[src/rtl/memshare_skid_buf.sv]
// Column-address skid buffer: a two-entry ordered pipe (main + skid register)
// that adds one cycle to any beat tagged as skid and counts skid events.
module memshare_skid_buf #(
  parameter int COL_ADDR_W = 8,
  parameter int SKID_CNT_W = 8
) (
  input  logic                  sys_clk,
  input  logic                  rstn,
  input  logic                  flush_i,
  input  logic                  isColAddr_skid_i,
  input  logic [COL_ADDR_W-1:0] col_addr_i,
  input  logic                  col_valid_i,
  output logic                  col_ready_o,
  output logic [COL_ADDR_W-1:0] col_addr_o,
  output logic                  col_valid_o,
  input  logic                  col_ready_i,
  output logic [SKID_CNT_W-1:0] skid_cnt_o,
  output logic                  skid_drop_o
);

  // Encoding is {skid_v, main_v}, so the state bits double as the valid bits.
  typedef enum logic [1:0] {
    ST_EMPTY    = 2'b00,
    ST_MAIN     = 2'b01,
    ST_SKIDONLY = 2'b10,
    ST_FULL     = 2'b11
  } state_t;

  state_t                  state_r;
  state_t                  stateNext_s;
  logic [COL_ADDR_W-1:0]   mainData_r;
  logic [COL_ADDR_W-1:0]   skidData_r;
  logic [SKID_CNT_W-1:0]   skidCnt_r;
  logic                    skidDrop_r;
  logic                    accept_s;
  logic                    drain_s;
  logic                    loadMainIn_s;
  logic                    loadMainSkid_s;
  logic                    loadSkid_s;

  assign col_ready_o = ~state_r[1];
  assign col_valid_o = state_r[0];
  assign col_addr_o  = mainData_r;
  assign skid_cnt_o  = skidCnt_r;
  assign skid_drop_o = skidDrop_r;

  assign accept_s = col_valid_i & col_ready_o;
  assign drain_s  = col_valid_o & col_ready_i;

  // Next-state and register-load selection; flush overrides every transition.
  always_comb begin
    stateNext_s    = state_r;
    loadMainIn_s   = 1'b0;
    loadMainSkid_s = 1'b0;
    loadSkid_s     = 1'b0;
    if (flush_i) begin
      stateNext_s = ST_EMPTY;
    end else begin
      case (state_r)
        ST_EMPTY: begin
          if (accept_s && isColAddr_skid_i) begin
            loadSkid_s  = 1'b1;
            stateNext_s = ST_SKIDONLY;
          end else if (accept_s) begin
            loadMainIn_s = 1'b1;
            stateNext_s  = ST_MAIN;
          end else begin
            stateNext_s = ST_EMPTY;
          end
        end
        ST_MAIN: begin
          if (drain_s && accept_s && !isColAddr_skid_i) begin
            loadMainIn_s = 1'b1;
            stateNext_s  = ST_MAIN;
          end else if (drain_s && accept_s) begin
            loadSkid_s  = 1'b1;
            stateNext_s = ST_SKIDONLY;
          end else if (drain_s) begin
            stateNext_s = ST_EMPTY;
          end else if (accept_s) begin
            // Main is still occupied, so even a non-skid beat parks in skid.
            loadSkid_s  = 1'b1;
            stateNext_s = ST_FULL;
          end else begin
            stateNext_s = ST_MAIN;
          end
        end
        ST_SKIDONLY: begin
          loadMainSkid_s = 1'b1;
          stateNext_s    = ST_MAIN;
        end
        ST_FULL: begin
          if (drain_s) begin
            loadMainSkid_s = 1'b1;
            stateNext_s    = ST_MAIN;
          end else begin
            stateNext_s = ST_FULL;
          end
        end
        default: begin
          stateNext_s = ST_EMPTY;
        end
      endcase
    end
  end

  // State register.
  always_ff @(posedge sys_clk or negedge rstn) begin
    if (!rstn) begin
      state_r <= ST_EMPTY;
    end else begin
      state_r <= stateNext_s;
    end
  end

  // Main and skid data registers.
  always_ff @(posedge sys_clk or negedge rstn) begin
    if (!rstn) begin
      mainData_r <= {COL_ADDR_W{1'b0}};
      skidData_r <= {COL_ADDR_W{1'b0}};
    end else begin
      if (loadMainIn_s) begin
        mainData_r <= col_addr_i;
      end else if (loadMainSkid_s) begin
        mainData_r <= skidData_r;
      end else begin
        mainData_r <= mainData_r;
      end
      if (loadSkid_s) begin
        skidData_r <= col_addr_i;
      end else begin
        skidData_r <= skidData_r;
      end
    end
  end

  // Saturating skid-event counter and the registered drop pulse.
  always_ff @(posedge sys_clk or negedge rstn) begin
    if (!rstn) begin
      skidCnt_r  <= {SKID_CNT_W{1'b0}};
      skidDrop_r <= 1'b0;
    end else if (flush_i) begin
      skidCnt_r  <= {SKID_CNT_W{1'b0}};
      skidDrop_r <= 1'b0;
    end else begin
      if (accept_s && isColAddr_skid_i && (skidCnt_r != {SKID_CNT_W{1'b1}})) begin
        skidCnt_r <= skidCnt_r + SKID_CNT_W'(1);
      end else begin
        skidCnt_r <= skidCnt_r;
      end
      skidDrop_r <= col_valid_i & isColAddr_skid_i & ~col_ready_o;
    end
  end

endmodule

[config.mk]
export PLATFORM = sky130hd
export DESIGN_NAME = memshare_skid_buf
export DESIGN_NICKNAME = d
export VERILOG_FILES = /design/src/rtl/memshare_skid_buf.sv
export SDC_FILE = /design/constraint.sdc
export NUM_CORES = 1
export LEC_CHECK = 0
export CAP_MARGIN = 10
export CORE_MARGIN = 2
export CORE_UTILIZATION = 47
export DETAILED_ROUTE_END_ITERATION = 12
export GPL_ROUTABILITY_DRIVEN = 1
export MAX_ROUTING_LAYER = met4
export PLACE_DENSITY = 0.78
export SLEW_MARGIN = 40
export SYNTH_ARGS = -nofsm -noshare
export SYNTH_HDL_FRONTEND = slang
export SYNTH_SLANG_ARGS = --single-unit
[constraint.sdc]
create_clock -name sys_clk -period 1.8 [get_ports sys_clk]
set_input_delay 0.18 -clock sys_clk [delete_from_list [all_inputs] [get_ports sys_clk]]
set_output_delay 0.18 -clock sys_clk [all_outputs]
set_load 0.05 [all_outputs]
### Yosys cells after proc, flatten, opt, wreduce, memory -nomap -nowiden

Cells that the tools add are included.

| word-level totals | value |
|---|---|
| flip-flop bits (word level) | 27 |
| input bits | 14 |
| output and inout bits | 19 |
| word-level logic and storage cells | 51 |

| operators by class | value |
|---|---|
| add/sub/neg operators | 1 |
| equal/unequal tests | 4 |
| mux-type cells | 28 |
| bitwise operators | 5 |
| reductions and logical operators | 8 |

Operator list:

| cell | number |
|---|---|
| 8-bit two-way mux | 4 |
| 2-bit two-way mux | 7 |
| 1-bit two-way mux | 13 |
| 8-bit by 1-bit adder with 8-bit output (second input constant) | 1 |
| 8-bit inequality test (second input constant) | 1 |
| 2-bit case mux with 4 select lines | 1 |
| 1-bit case mux with 2 select lines | 3 |
| 1-bit AND | 4 |
| 2-bit == test (second input constant) | 2 |
| 1-bit logical AND | 4 |
| 2-bit nonzero test | 2 |
| 2-bit by 1-bit == test with 1-bit output (second input constant) | 1 |
| 2-bit zero test | 1 |
| 1-bit zero test | 1 |
| 1-bit NOT | 1 |

### Depth between registers and ports, before layout

Gate-level depths: netlist of the first run.

| depth | value |
|---|---|
| depth in word-level cells | 8 |
| depth in mapped cells | 5 |

### Worst setup path before layout of the first run

Ideal clock, no wire load.

| timing path | value |
|---|---|
| path kind | register -> register |
| from | reg skidCnt_r[0] (netlist: skid_cnt_o[0]) |
| to | reg skidCnt_r[1] (netlist: skid_cnt_o[1]) |
| setup time | 0.121 ns |
| arrival time | 1.538 ns |
| slack | 0.141 ns |
| cell stages (with the launch flop) | 6 |
| path buffers | 0 |
| period minus slack after synthesis | 1.659 ns |
| cell sequence | dfrtp_1 > ha_1 > nand3_1 > o21ai_1 > mux2i_1 > nor2_1 |

| on the way | value |
|---|---|
| cells in the longest elaborated chain, start to end | 3 |

Ends and longest elaborated chain:

| element | RTL line | source |
|---|---|---|
| start, declared | 33 | `logic [SKID_CNT_W-1:0] skidCnt_r;` |
| start signal, assigned | 140 | `skidCnt_r <= {SKID_CNT_W{1'b0}};` |
| start signal, assigned | 143 | `skidCnt_r <= {SKID_CNT_W{1'b0}};` |
| start signal, assigned | 147 | `skidCnt_r <= skidCnt_r + SKID_CNT_W'(1);` |
| 8-bit by 1-bit adder with 8-bit output / 8-bit inequality test (equally long branches) | 147, 146 |  |
| 8-bit two-way mux / 1-bit logical AND (equally long branches) | 146 | `if (accept_s && isColAddr_skid_i && (skidCnt_r != {SKID_CNT_W{1'b1}})) begin` |
| 8-bit two-way mux / 2-bit nonzero test (equally long branches) | n/a |  |

Parallel ways exist; a longest one is shown, timed or not. The select of a mux whose other input is x is not followed.
A chain may end at the register's enable or synchronous reset.

### Worst setup path in the final report of the first run

| timing path | value |
|---|---|
| from | reg state_r[0] |
| to | out col_valid_o |

RTL lines:

| element | RTL line | source |
|---|---|---|
| start, declared | 29 | `state_t state_r;` |
| start signal, assigned | 112 | `state_r <= stateNext_s;` |
| end, declared | 15 | `output logic col_valid_o,` |

No word-level cell between the ends.

==> results of run 1 <==
metal layers:
metal / track usage (%) / routed length [um]
met5: - / 0
met4: 9.06 / 51
met3: 3.26 / 104
met2: 28.4 / 1180
met1: 20.7 / 1130
state kept, by name, indices dropped and copies added (netlist names):
register and count:
skid_drop_o 1, state_r 2, skidData_r 8, skid_cnt_o 8, col_addr_o 8
cells in the mapped netlist (2+ instances only):
| cell type | n | area (um^2) |
|---|---|---|
| mux2_2 | 8 | 90.1 |
| a21o_1 | 8 | 60.1 |
| nor2_1 | 9 | 33.8 |
| nor3_1 | 2 | 10.0 |
| mux2i_1 | 2 | 20.0 |
| nand2_1 | 3 | 11.3 |
| a31oi_1 | 2 | 12.5 |
| nand3_1 | 4 | 20.0 |
| nand2b_1 | 2 | 12.5 |
| a211oi_1 | 3 | 22.5 |
| nand4_1 | 2 | 12.5 |
| a21oi_1 | 3 | 15.0 |
| a22o_1 | 8 | 70.1 |
| dfrtp_1 | 27 | 676 |
| inv_1 | 3 | 11.3 |
cell families (layout without fill, tap and decap cells):
logic type,after synthesis,count (layout),synth area share [%]
compound gates,27,27,15.8
xor+xnor,2,2,1.39
fa+ha+maj,1,1,0.993
buf+inv,4,45,1.29
flops,27,27,53.6
mux,10,10,8.74
simple gates,35,35,18.2
per-stage QoR:
stage	util [%]	power (mW)
after CTS	67.1	1.52
after global routing	67.4	1.58
after floorplan	-	1.06
after global placement	66.0	1.23
final	67.4	1.50
after detailed placement	66.0	1.25
worst register-to-register path, delay by kind of cell, from the launching register on:
family	cells	cell delay, ns
flops	1	0.42
buf+inv	1	0.19
simple gates	2	0.56
compound gates	2	0.21
cells in the final DEF, fill, tap and decap left out, types with 2 or more instances in the layout:
cell type | synthesis | routed
mux2_2 | 8 | 8
nor2_1 | 9 | 9
a31oi_1 | 2 | 2
dfrtp_1 | 27 | 27
nor3_1 | 2 | 2
buf_4 | 0 | 9
inv_1 | 3 | 3
a21o_1 | 8 | 8
dlygate4sd2_1 | 0 | 3
nand2b_1 | 2 | 2
nand2_1 | 3 | 3
a21oi_1 | 3 | 3
nand3_1 | 4 | 4
clkbuf_4 | 0 | 3
mux2i_1 | 2 | 2
a22o_1 | 8 | 8
nand4_1 | 2 | 2
a211oi_1 | 3 | 3
dlymetal6s2s_1 | 0 | 3
clkdlybuf4s50_1 | 0 | 23
area by class of cell:
class	count	area, um^2
inverters	3	11.3
repair buffers	38	362
clock inverters	1	7.51
clock buffers	3	22.5
flip-flops and latches	27	676
multi-input cells	75	568
fillers	184	816
well taps	30	37.5
timing repair:
| action | 4_1_cts | 5_1_grt |
|---|---|---|
| buffers inserted | 0 | 0 |
| resized for setup | 3 | 3 |
| setup endpoints to repair | 3 | 3 |
where the power goes:
group          switching, mW  internal (mW)
combinational          0.283          0.197
clock                  0.186         0.0853
sequential            0.0476          0.698
final timing paths:
path	start	end	slack, ns
max	state_r[0]	col_valid_o	0.09
min	rstn	skid_drop_o	0.19
max reg2reg	state_r[1]	col_addr_o[7]	0.37
min reg2reg	col_addr_o[1]	col_addr_o[1]	0.50
max in group asynchronous	rstn	skid_cnt_o[4]	1.35
min in group sys_clk	col_addr_i[0]	skidData_r[0]	0.48
==> insert_results.sql, run 1 <==
INSERT INTO impl_metrics (metric_group, metric, value, unit) VALUES
('outcome', 'outcome', 'finished clean', ''),
('finish', 'syn2layout_area_growth', '33.7', '%'),
('sta', 'hold-worst-slack', '0.192', 'ns'),
('clock_network', 'clock_tree_sinks', '27', ''),
('clock_network', 'cts_tree', 'yes', ''),
('synthesis', 'async_reset_ff_share', '100', '%'),
('synthesis', 'yosysUniqueCellTypes', '35', ''),
('placed_design', 'placed_cell_count', '173', ''),
('worst_setup_path', 'crit_path_start_kind', 'flip-flop', ''),
('finish', 'insertedDiodeCount', '0', ''),
('worst_setup_path', 'worstPathBufferInverterCount', '1', ''),
('sta', 'min_period', '1.71', 'ns'),
('synthesis', 'yosysSeqAreaShare', '53.6', '%'),
('grt', 'grt-ovfl-total', '0', ''),
('min_path', 'min-delay-path-class', 'input port to async pin', ''),
('pwr', 'power.density_cell_area', '889', 'mW/mm^2'),
('grt', 'first_global_vias', '953', ''),
('pwr', 'ir_worst_vdd', '0.720', 'mV'),
('grt', 'grt_first_pass_wirelength', '4150', 'um'),
('sta', 'worst_pin_slew', '0.513', 'ns'),
('routing', 'remaining_drcs', '0', ''),
('routing', 'totalWireLength', '2460', 'um'),
('worst_setup_path', 'criticalPathCategory', 'flip-flop to output port', ''),
('die', 'fp.dieW', '55.8', 'um'),
('clock_network', 'cts-htree-levels', '1', ''),
('die', 'height_of_the_chip', '55.8', 'um'),
('clock_network', 'clk_path_buf_depth', '2', ''),
('synthesis', 'synth_seq_cells', '27', ''),
('routing', 'firstDrtPassIters', '4', ''),
('die', 'starting_density_of_the_core', '50.4', '%'),
('sta', 'number_of_hold_violations_in_the_final_report', '0', ''),
('die', 'core.rowCount', '18', ''),
('pwr', 'leakage', '0.823', 'nW'),
('sta', 'slew-limit-headroom', '65.7', '%'),
('worst_setup_path', 'arrival', '1.53', 'ns'),
('routing', 'wl_per_cell', '13.9', 'um'),
('sta', 'rsz0062_at_grt', 'false', ''),
('worst_setup_path', 'reg2regPathDepth', '5', ''),
('routing', 'ant_nets', '0', ''),
('placed_design', 'detailedPlacementHpwl', '1820', 'um'),
('worst_setup_path', 'required', '1.62', 'ns'),
('worst_setup_path', 'number_of_logic_stages_on_the_critical_path_including_buffering', '1', ''),
('die', 'design.die.area', '0.00311', 'mm^2'),
('grt', 'track_usage', '17.5', '%'),
('flow_run', 'cap_viol_max_count', '0', ''),
('routing', 'dr_total_vias', '972', ''),
('finish', 'postLayoutCellArea', '0.00168', 'mm^2'),
('worst_setup_path', 'critPathMaxStageDelay', '0.81', 'ns'),
('clock_network', 'clk-insertion-delay-late', '0.33', 'ns'),
('placed_design', 'placedInstanceArea', '0.00165', 'mm^2'),
('sta', 'min_period_over_period', '95.0', '%'),
('grt', 'grt_start_max_net_pins', '28', ''),
('clock_network', 'clkSlewWorstSetupHoldPaths', '0.15', 'ns'),
('finish', 'layout-drive-gt1-share', '21.1', '%'),
('worst_setup_path', 'crit_path_top_delay_cell', 'clkdlybuf4s50_1', ''),
('synthesis', 'postSynthCellCount', '106', ''),
('synthesis', 'synth_ff_type', 'dfrtp_1', ''),
('sta', 'layout_setup_ws', '0.0904', 'ns'),
('die', 'core', '0.00250', 'mm^2'),
('clock_network', 'ctsHoldBuffers', '0', ''),
('clock_network', 'cts_buffers', '3', ''),
('worst_setup_path', 'crit_path_max_fanout', '2', ''),
('sta', 'final_max_slew_viol_count', '0', ''),
('sta', 'final-setup-viol-count', '0', ''),
('sta', 'max_freq', '585', 'MHz'),
('clock_network', 'root_buffer', 'clkbuf_4', ''),
('worst_setup_path', 'crit_path_end_kind', 'output port', ''),
('synthesis', 'synth.net_count', '121', ''),
('placed_design', 'dp_slack', '0.0669', 'ns'),
('sta', 'fin_skew', '0.00608', 'ns'),
('synthesis', 'postSynthAreaPerCell', '11.9', 'um^2'),
('placed_design', 'gpl.final_weighted_congestion', '0.819', ''),
('die', 'top_level_ports', '33', ''),
('worst_setup_path', 'cell_chain_of_the_critical_path', 'clkdlybuf4s50_1', ''),
('placed_design', 'io_buffers', '32', ''),
('synthesis', 'synth_area', '0.00126', 'mm^2'),
('synthesis', 'yosys_warnings', '0', ''),
('worst_setup_path', 'worst_path_dominant_cell_family', 'buffers and inverters', ''),
('finish', 'fin_nets', '163', ''),
('routing', 'drtIter0Drc', '17', ''),
('finish', 'post_layout_nonfiller_instances', '177', ''),
('routing', 'avgViaCountPerCell', '5.49', ''),
('grt', 'number_of_antenna_violations_at_the_first_check_in_global_routing', '0', ''),
('synthesis', 'number_of_enable_type_register_cells_in_the_synthesized_netlist', '0', ''),
('sta', 'fin_tns_setup', '0', 'ns');
No activity file was read; power rests on OpenSTA's default activity.
==> inputs of run 2 (changes only) <==
- CORE_UTILIZATION: 47 -> 27
- PLACE_DENSITY: 0.78 -> unset
==> insert_results.sql, run 2 (synthesis results as in run 1) <==
INSERT INTO impl_metrics (metric_group, metric, value, unit) VALUES
('sta', 'final_max_slew_viol_count', '0', ''),
('finish', 'syn2layout_area_growth', '36.0', '%'),
('grt', 'grt-ovfl-total', '0', ''),
('finish', 'register_cell_area_after_layout', '676', 'um^2'),
('routing', 'avgViaCountPerCell', '5.07', ''),
('pwr', 'power.density_cell_area', '922', 'mW/mm^2'),
('finish', 'nFillCells', '442', ''),
('worst_setup_path', 'crit_start', 'skid_cnt_o[5]', ''),
('sta', 'rsz0062_at_grt', 'false', ''),
('grt', 'number_of_antenna_violations_at_the_first_check_in_global_routing', '0', ''),
('clock_network', 'cts.repair_timing.setup_buffer_count', '0', ''),
('flow_run', 'cap_viol_max_count', '0', ''),
('grt', 'grt_first_pass_wirelength', '4750', 'um'),
('outcome', 'outcome', 'finished clean', ''),
('die', 'core', '0.00441', 'mm^2'),
('finish', 'insertedDiodeCount', '0', ''),
('routing', 'totalWireLength', '2780', 'um'),
('sta', 'number_of_hold_violations_in_the_final_report', '0', ''),
('clock_network', 'cts-htree-levels', '1', ''),
('clock_network', 'cts_buffers', '3', ''),
('grt', 'first_global_vias', '999', ''),
('worst_setup_path', 'number_of_logic_stages_on_the_critical_path_including_buffering', '1', ''),
('die', 'fp.dieW', '72.3', 'um'),
('min_path', 'min-delay-path-class', 'input port to async pin', ''),
('finish', 'layout-drive-gt1-share', '21.9', '%'),
('grt', 'track_usage', '12.1', '%'),
('grt', 'grt_start_max_net_pins', '28', ''),
('finish', 'fin_nets', '162', ''),
('finish', 'layout_common_cells', '27 x dfrtp_1, 27 x clkdlybuf4s50_1, 10 x buf_4, 9 x nor2_1', ''),
('worst_setup_path', 'arrival', '1.56', 'ns'),
('routing', 'firstDrtPassIters', '4', ''),
('clock_network', 'clk-insertion-delay-late', '0.27', 'ns'),
('finish', 'multiInputGateArea', '568', 'um^2'),
('worst_setup_path', 'cell_chain_of_the_critical_path', 'clkdlybuf4s50_1', ''),
('sta', 'worst_pin_slew', '0.515', 'ns'),
('worst_setup_path', 'worst_path_dominant_cell_family', 'buffers and inverters', ''),
('clock_network', 'cts_resized', '0', ''),
('worst_setup_path', 'criticalPathCategory', 'flip-flop to output port', ''),
('die', 'core.rowCount', '24', ''),
('worst_setup_path', 'crit_path_end_kind', 'output port', ''),
('placed_design', 'io_buffers', '32', ''),
('worst_setup_path', 'reg2regPathDepth', '5', ''),
('sta', 'layout_setup_ws', '0.0584', 'ns'),
('placed_design', 'dp_slack', '0.0819', 'ns'),
('worst_setup_path', 'crit_path_max_fanout', '6', ''),
('routing', 'ant_nets', '0', ''),
('sta', 'fin_skew', '0.00292', 'ns'),
('die', 'height_of_the_chip', '72.3', 'um'),
('worst_setup_path', 'crit_path_start_kind', 'flip-flop', ''),
('routing', 'remaining_drcs', '0', ''),
('sta', 'min_period', '1.74', 'ns'),
('sta', 'final-setup-viol-count', '0', ''),
('pwr', 'ir_worst_vdd', '0.369', 'mV'),
('worst_setup_path', 'required', '1.62', 'ns'),
('worst_setup_path', 'crit_path_top_delay_cell', 'clkdlybuf4s50_1', ''),
('routing', 'drtIter0Drc', '26', ''),
('die', 'top_level_ports', '33', ''),
('clock_network', 'cts_tree', 'yes', ''),
('worst_setup_path', 'r2r_slack', '0.35', 'ns'),
('pwr', 'leakage', '0.762', 'nW'),
('sta', 'slew-limit-headroom', '65.6', '%'),
('routing', 'dr_total_vias', '1003', ''),
('clock_network', 'clk_path_buf_depth', '2', ''),
('clock_network', 'clock_tree_sinks', '27', ''),
('clock_network', 'root_buffer', 'clkbuf_8', ''),
('worst_setup_path', 'timing.rr.end', 'skid_cnt_o[1]', ''),
('die', 'design.die.area', '0.00523', 'mm^2'),
('placed_design', 'placed_cell_count', '194', ''),
('worst_setup_path', 'r2r-start', 'skid_cnt_o[0]', ''),
('routing', 'wl_per_cell', '14.0', 'um'),
('placed_design', 'gpl.final_weighted_congestion', '0.788', ''),
('worst_setup_path', 'critPathMaxStageDelay', '0.84', 'ns'),
('worst_setup_path', 'worstSetupEndpoint', 'skid_cnt_o[5]', ''),
('die', 'starting_density_of_the_core', '28.5', '%'),
('sta', 'fin_tns_setup', '0', 'ns'),
('sta', 'max_freq', '574', 'MHz'),
('finish', 'post_layout_nonfiller_instances', '198', ''),
('clock_network', 'ctsHoldBuffers', '0', ''),
('sta', 'min_period_over_period', '96.8', '%'),
('clock_network', 'clkSlewWorstSetupHoldPaths', '0.09', 'ns'),
('worst_setup_path', 'worstPathBufferInverterCount', '1', ''),
('placed_design', 'detailedPlacementHpwl', '2100', 'um');
[run 2: cell types whose count changed in the layout (fill, tap and decap cells not counted), sizes merged]
cell	change
clkdlybuf4s50	+4
dlygate4sd2	-3
dlymetal6s2s	-3
buf	+1
[run 2: worst min-delay path by stage]
| stage | from | endpoint | cells after the start |
|---|---|---|---|
| after floorplan | rstn | col_addr_o[0] | 0 |
| after global placement | col_addr_o[7] | col_addr_o[7] | 1 |
| after detailed placement | col_addr_o[6] | col_addr_o[6] | 1 |
| after CTS | rstn | col_addr_o[7] | 2 |
| after global routing | rstn | state_r[1] | 2 |
| final | rstn | skid_cnt_o[0] | 2 |
[run 2: report_power, final]
part / internal, mW / switching [mW] / total [mW] / leakage (nW)
registers: 0.699 / 0.0492 / 0.748 / 0.346
clock network: 0.157 / 0.193 / 0.351 / 0.0217
logic: 0.197 / 0.285 / 0.482 / 0.394
total: 1.05 / 0.528 / 1.58 / 0.762
[run 2: stage by stage]
stage               power [mW]  hold WS [ns]  utilization (%)  instance area (um^2)
floorplan                 1.06        -0.116                -                  1260
global placement          1.24         0.461             37.7                  1670
detailed placement        1.25         0.465             37.7                  1670
CTS                       1.60         0.271             38.8                  1710
global route              1.66         0.296             38.8                  1710
finish                    1.58         0.265             38.8                  1710
[run 2: final cells by class]
| class | count | share of cell area, % |
|---|---|---|
| clock buffers | 3 | 2.41 |
| flip-flops and latches | 27 | 39.4 |
| repair buffers | 37 | 20.1 |
| inverters | 3 | 0.657 |
| well taps | 52 | 3.80 |
| multi-input cells | 75 | 33.1 |
| clock inverters | 1 | 0.438 |
[run 2: routing by layer]
| metal | GRT usage [%] | wire length [um] | vias up |
|---|---|---|---|
| met1 | 13.7 | 1090 | 512 |
| met2 | 20.8 | 1550 | 18 |
| met5 | - | 0 | - |
| met4 | 6.29 | 40 | 0 |
| li1 | - | - | 471 |
| met3 | 1.39 | 96 | 2 |
==> inputs of run 3 (changes only) <==
- CORE_UTILIZATION: 27 -> 50
- CTS_BUF_LIST: unset -> sky130_fd_sc_hd__clkbuf_2
- PLACE_DENSITY: unset -> 0.82
==> insert_results.sql, run 3 (synthesis results as in run 1) <==
INSERT INTO impl_metrics (metric_group, metric, value, unit) VALUES
('die', 'core', '0.00243', 'mm^2'),
('sta', 'fin_tns_setup', '0', 'ns'),
('sta', 'final_max_slew_viol_count', '0', ''),
('finish', 'layout_common_cells', '27 x dfrtp_1, 16 x clkdlybuf4s50_1, 9 x nor2_1', ''),
('routing', 'ant_nets', '0', ''),
('worst_setup_path', 'timing.rr.end', 'skid_cnt_o[1]', ''),
('sta', 'worst_pin_slew', '0.509', 'ns'),
('pwr', 'ir_worst_vdd', '0.691', 'mV'),
('grt', 'grt_first_pass_wirelength', '4220', 'um'),
('finish', 'fin_nets', '162', ''),
('worst_setup_path', 'reg2regPathDepth', '5', ''),
('grt', 'grt-ovfl-total', '0', ''),
('clock_network', 'cts_buffers', '3', ''),
('die', 'fp.dieW', '54.2', 'um'),
('finish', 'register_cell_area_after_layout', '676', 'um^2'),
('die', 'height_of_the_chip', '54.2', 'um'),
('worst_setup_path', 'required', '1.62', 'ns'),
('finish', 'post_layout_nonfiller_instances', '176', ''),
('clock_network', 'clkSlewWorstSetupHoldPaths', '0.24', 'ns'),
('routing', 'avgViaCountPerCell', '5.76', ''),
('worst_setup_path', 'crit_path_end_kind', 'output port', ''),
('placed_design', 'placed_cell_count', '172', ''),
('worst_setup_path', 'critPathMaxStageDelay', '0.81', 'ns'),
('clock_network', 'cts.repair_timing.setup_buffer_count', '0', ''),
('worst_setup_path', 'r2r-start', 'skid_cnt_o[0]', ''),
('die', 'starting_density_of_the_core', '51.8', '%'),
('clock_network', 'clk_path_buf_depth', '2', ''),
('worst_setup_path', 'criticalPathCategory', 'flip-flop to output port', ''),
('grt', 'track_usage', '20.5', '%'),
('placed_design', 'io_buffers', '32', ''),
('routing', 'dr_total_vias', '1014', ''),
('sta', 'hold-worst-slack', '0.164', 'ns'),
('finish', 'most_common_library_cell_in_the_layout_ignoring_fill_and_taps', 'dfrtp_1', ''),
('sta', 'final-setup-viol-count', '0', ''),
('placed_design', 'gpl.final_weighted_congestion', '0.811', ''),
('worst_setup_path', 'crit_start', 'col_addr_o[6]', ''),
('clock_network', 'clock_tree_sinks', '27', ''),
('finish', 'syn2layout_area_growth', '32.8', '%'),
('sta', 'number_of_hold_violations_in_the_final_report', '0', ''),
('worst_setup_path', 'crit_path_top_delay_cell', 'clkdlybuf4s50_1', ''),
('routing', 'totalWireLength', '2720', 'um'),
('routing', 'drtIter0Drc', '9', ''),
('clock_network', 'root_buffer', 'clkbuf_2', ''),
('routing', 'wl_per_cell', '15.4', 'um'),
('sta', 'slew-limit-headroom', '66.0', '%'),
('sta', 'min_period_over_period', '96.8', '%'),
('finish', 'nFillCells', '195', ''),
('finish', 'multiInputGateArea', '568', 'um^2'),
('min_path', 'min-delay-path-class', 'input port to async pin', ''),
('worst_setup_path', 'worstSetupEndpoint', 'col_addr_o[6]', ''),
('placed_design', 'detailedPlacementHpwl', '2080', 'um'),
('sta', 'fin_skew', '0.00119', 'ns'),
('worst_setup_path', 'r2r_slack', '0.35', 'ns'),
('clock_network', 'ctsHoldBuffers', '0', ''),
('routing', 'firstDrtPassIters', '4', ''),
('die', 'design.die.area', '0.00294', 'mm^2'),
('worst_setup_path', 'number_of_logic_stages_on_the_critical_path_including_buffering', '1', ''),
('pwr', 'leakage', '0.870', 'nW'),
('clock_network', 'cts-htree-levels', '1', ''),
('pwr', 'power.density_cell_area', '873', 'mW/mm^2'),
('grt', 'number_of_antenna_violations_at_the_first_check_in_global_routing', '0', ''),
('clock_network', 'clk-insertion-delay-late', '0.34', 'ns'),
('outcome', 'outcome', 'finished clean', ''),
('finish', 'utilization', '68.8', '%'),
('grt', 'first_global_vias', '967', ''),
('clock_network', 'cts_tree', 'yes', ''),
('worst_setup_path', 'arrival', '1.56', 'ns'),
('grt', 'grt_start_max_net_pins', '28', ''),
('sta', 'rsz0062_at_grt', 'false', ''),
('sta', 'max_freq', '574', 'MHz'),
('routing', 'remaining_drcs', '0', ''),
('finish', 'insertedDiodeCount', '0', ''),
('flow_run', 'cap_viol_max_count', '0', ''),
('die', 'top_level_ports', '33', ''),
('worst_setup_path', 'cell_chain_of_the_critical_path', 'clkdlybuf4s50_1', ''),
('worst_setup_path', 'crit_path_start_kind', 'flip-flop', ''),
('worst_setup_path', 'crit_path_max_fanout', '2', ''),
('worst_setup_path', 'worst_path_dominant_cell_family', 'buffers and inverters', ''),
('die', 'core.rowCount', '18', ''),
('sta', 'min_period', '1.74', 'ns'),
('finish', 'layout-drive-gt1-share', '20.5', '%'),
('worst_setup_path', 'worstPathBufferInverterCount', '1', ''),
('pwr', 'finalPower', '1.46', 'mW');
## run 3: power by group
part / leakage (nW) / switching (mW) / total (mW) / internal [mW]
sequential: 0.346 / 0.0536 / 0.753 / 0.699
clock: 0.0166 / 0.170 / 0.228 / 0.0587
combinational: 0.507 / 0.289 / 0.480 / 0.191
## run 3: worst reg2reg max path, stage by stage, from the launching register on
cell     delay [ns]
dfrtp_1        0.46
ha_1           0.30
nand3_1        0.10
o21ai_1        0.25
mux2i_1        0.23
nor2_1         0.05
## run 3: final cells by class
| type | count | area share [%] |
|---|---|---|
| sequential | 27 | 40.4 |
| multi-input combinational | 75 | 34.0 |
| timing repair buffer | 37 | 21.5 |
| tap | 30 | 2.24 |
| clock buffer | 4 | 1.20 |
| inverter | 3 | 0.673 |
## run 3: stage by stage
stage	worst slack [ns]	instance area, um^2
after detailed placement	0.0445	1640
after CTS	0.0216	1660
after floorplan	0.141	1260
after global routing	0.00104	1670
after global placement	0.105	1640
final	0.0574	1670
## run 3: how the worst min path moves through the flow
stage	endpoint	slack [ns]
4_1_cts	col_addr_o[0]	0.16
3_5_place_dp	col_addr_o[7]	0.47
3_3_place_gp	col_addr_o[1]	0.46
5_1_grt	col_addr_o[0]	0.16
6_report	skid_cnt_o[5]	0.16
2_1_floorplan	col_addr_o[0]	-0.12
## run 3: routing by layer
| layer | vias up | track usage [%] | share of wire, % | wire length, um |
|---|---|---|---|---|
| li1 | 476 | - | - | - |
| met3 | 2 | 2.22 | 4.1 | 111 |
| met2 | 31 | 34.3 | 50 | 1360 |
| met5 | - | - | 0 | 0 |
| met1 | 505 | 25.5 | 45 | 1230 |
| met4 | 0 | 7.08 | 0.70 | 19 |
## run 3: repair_timing
| item | 4_1_cts | 5_1_grt |
|---|---|---|
| endpoints found under the setup margin | 6 | 7 |
| gates resized for setup | 6 | 7 |
| gates cloned | 0 | 0 |
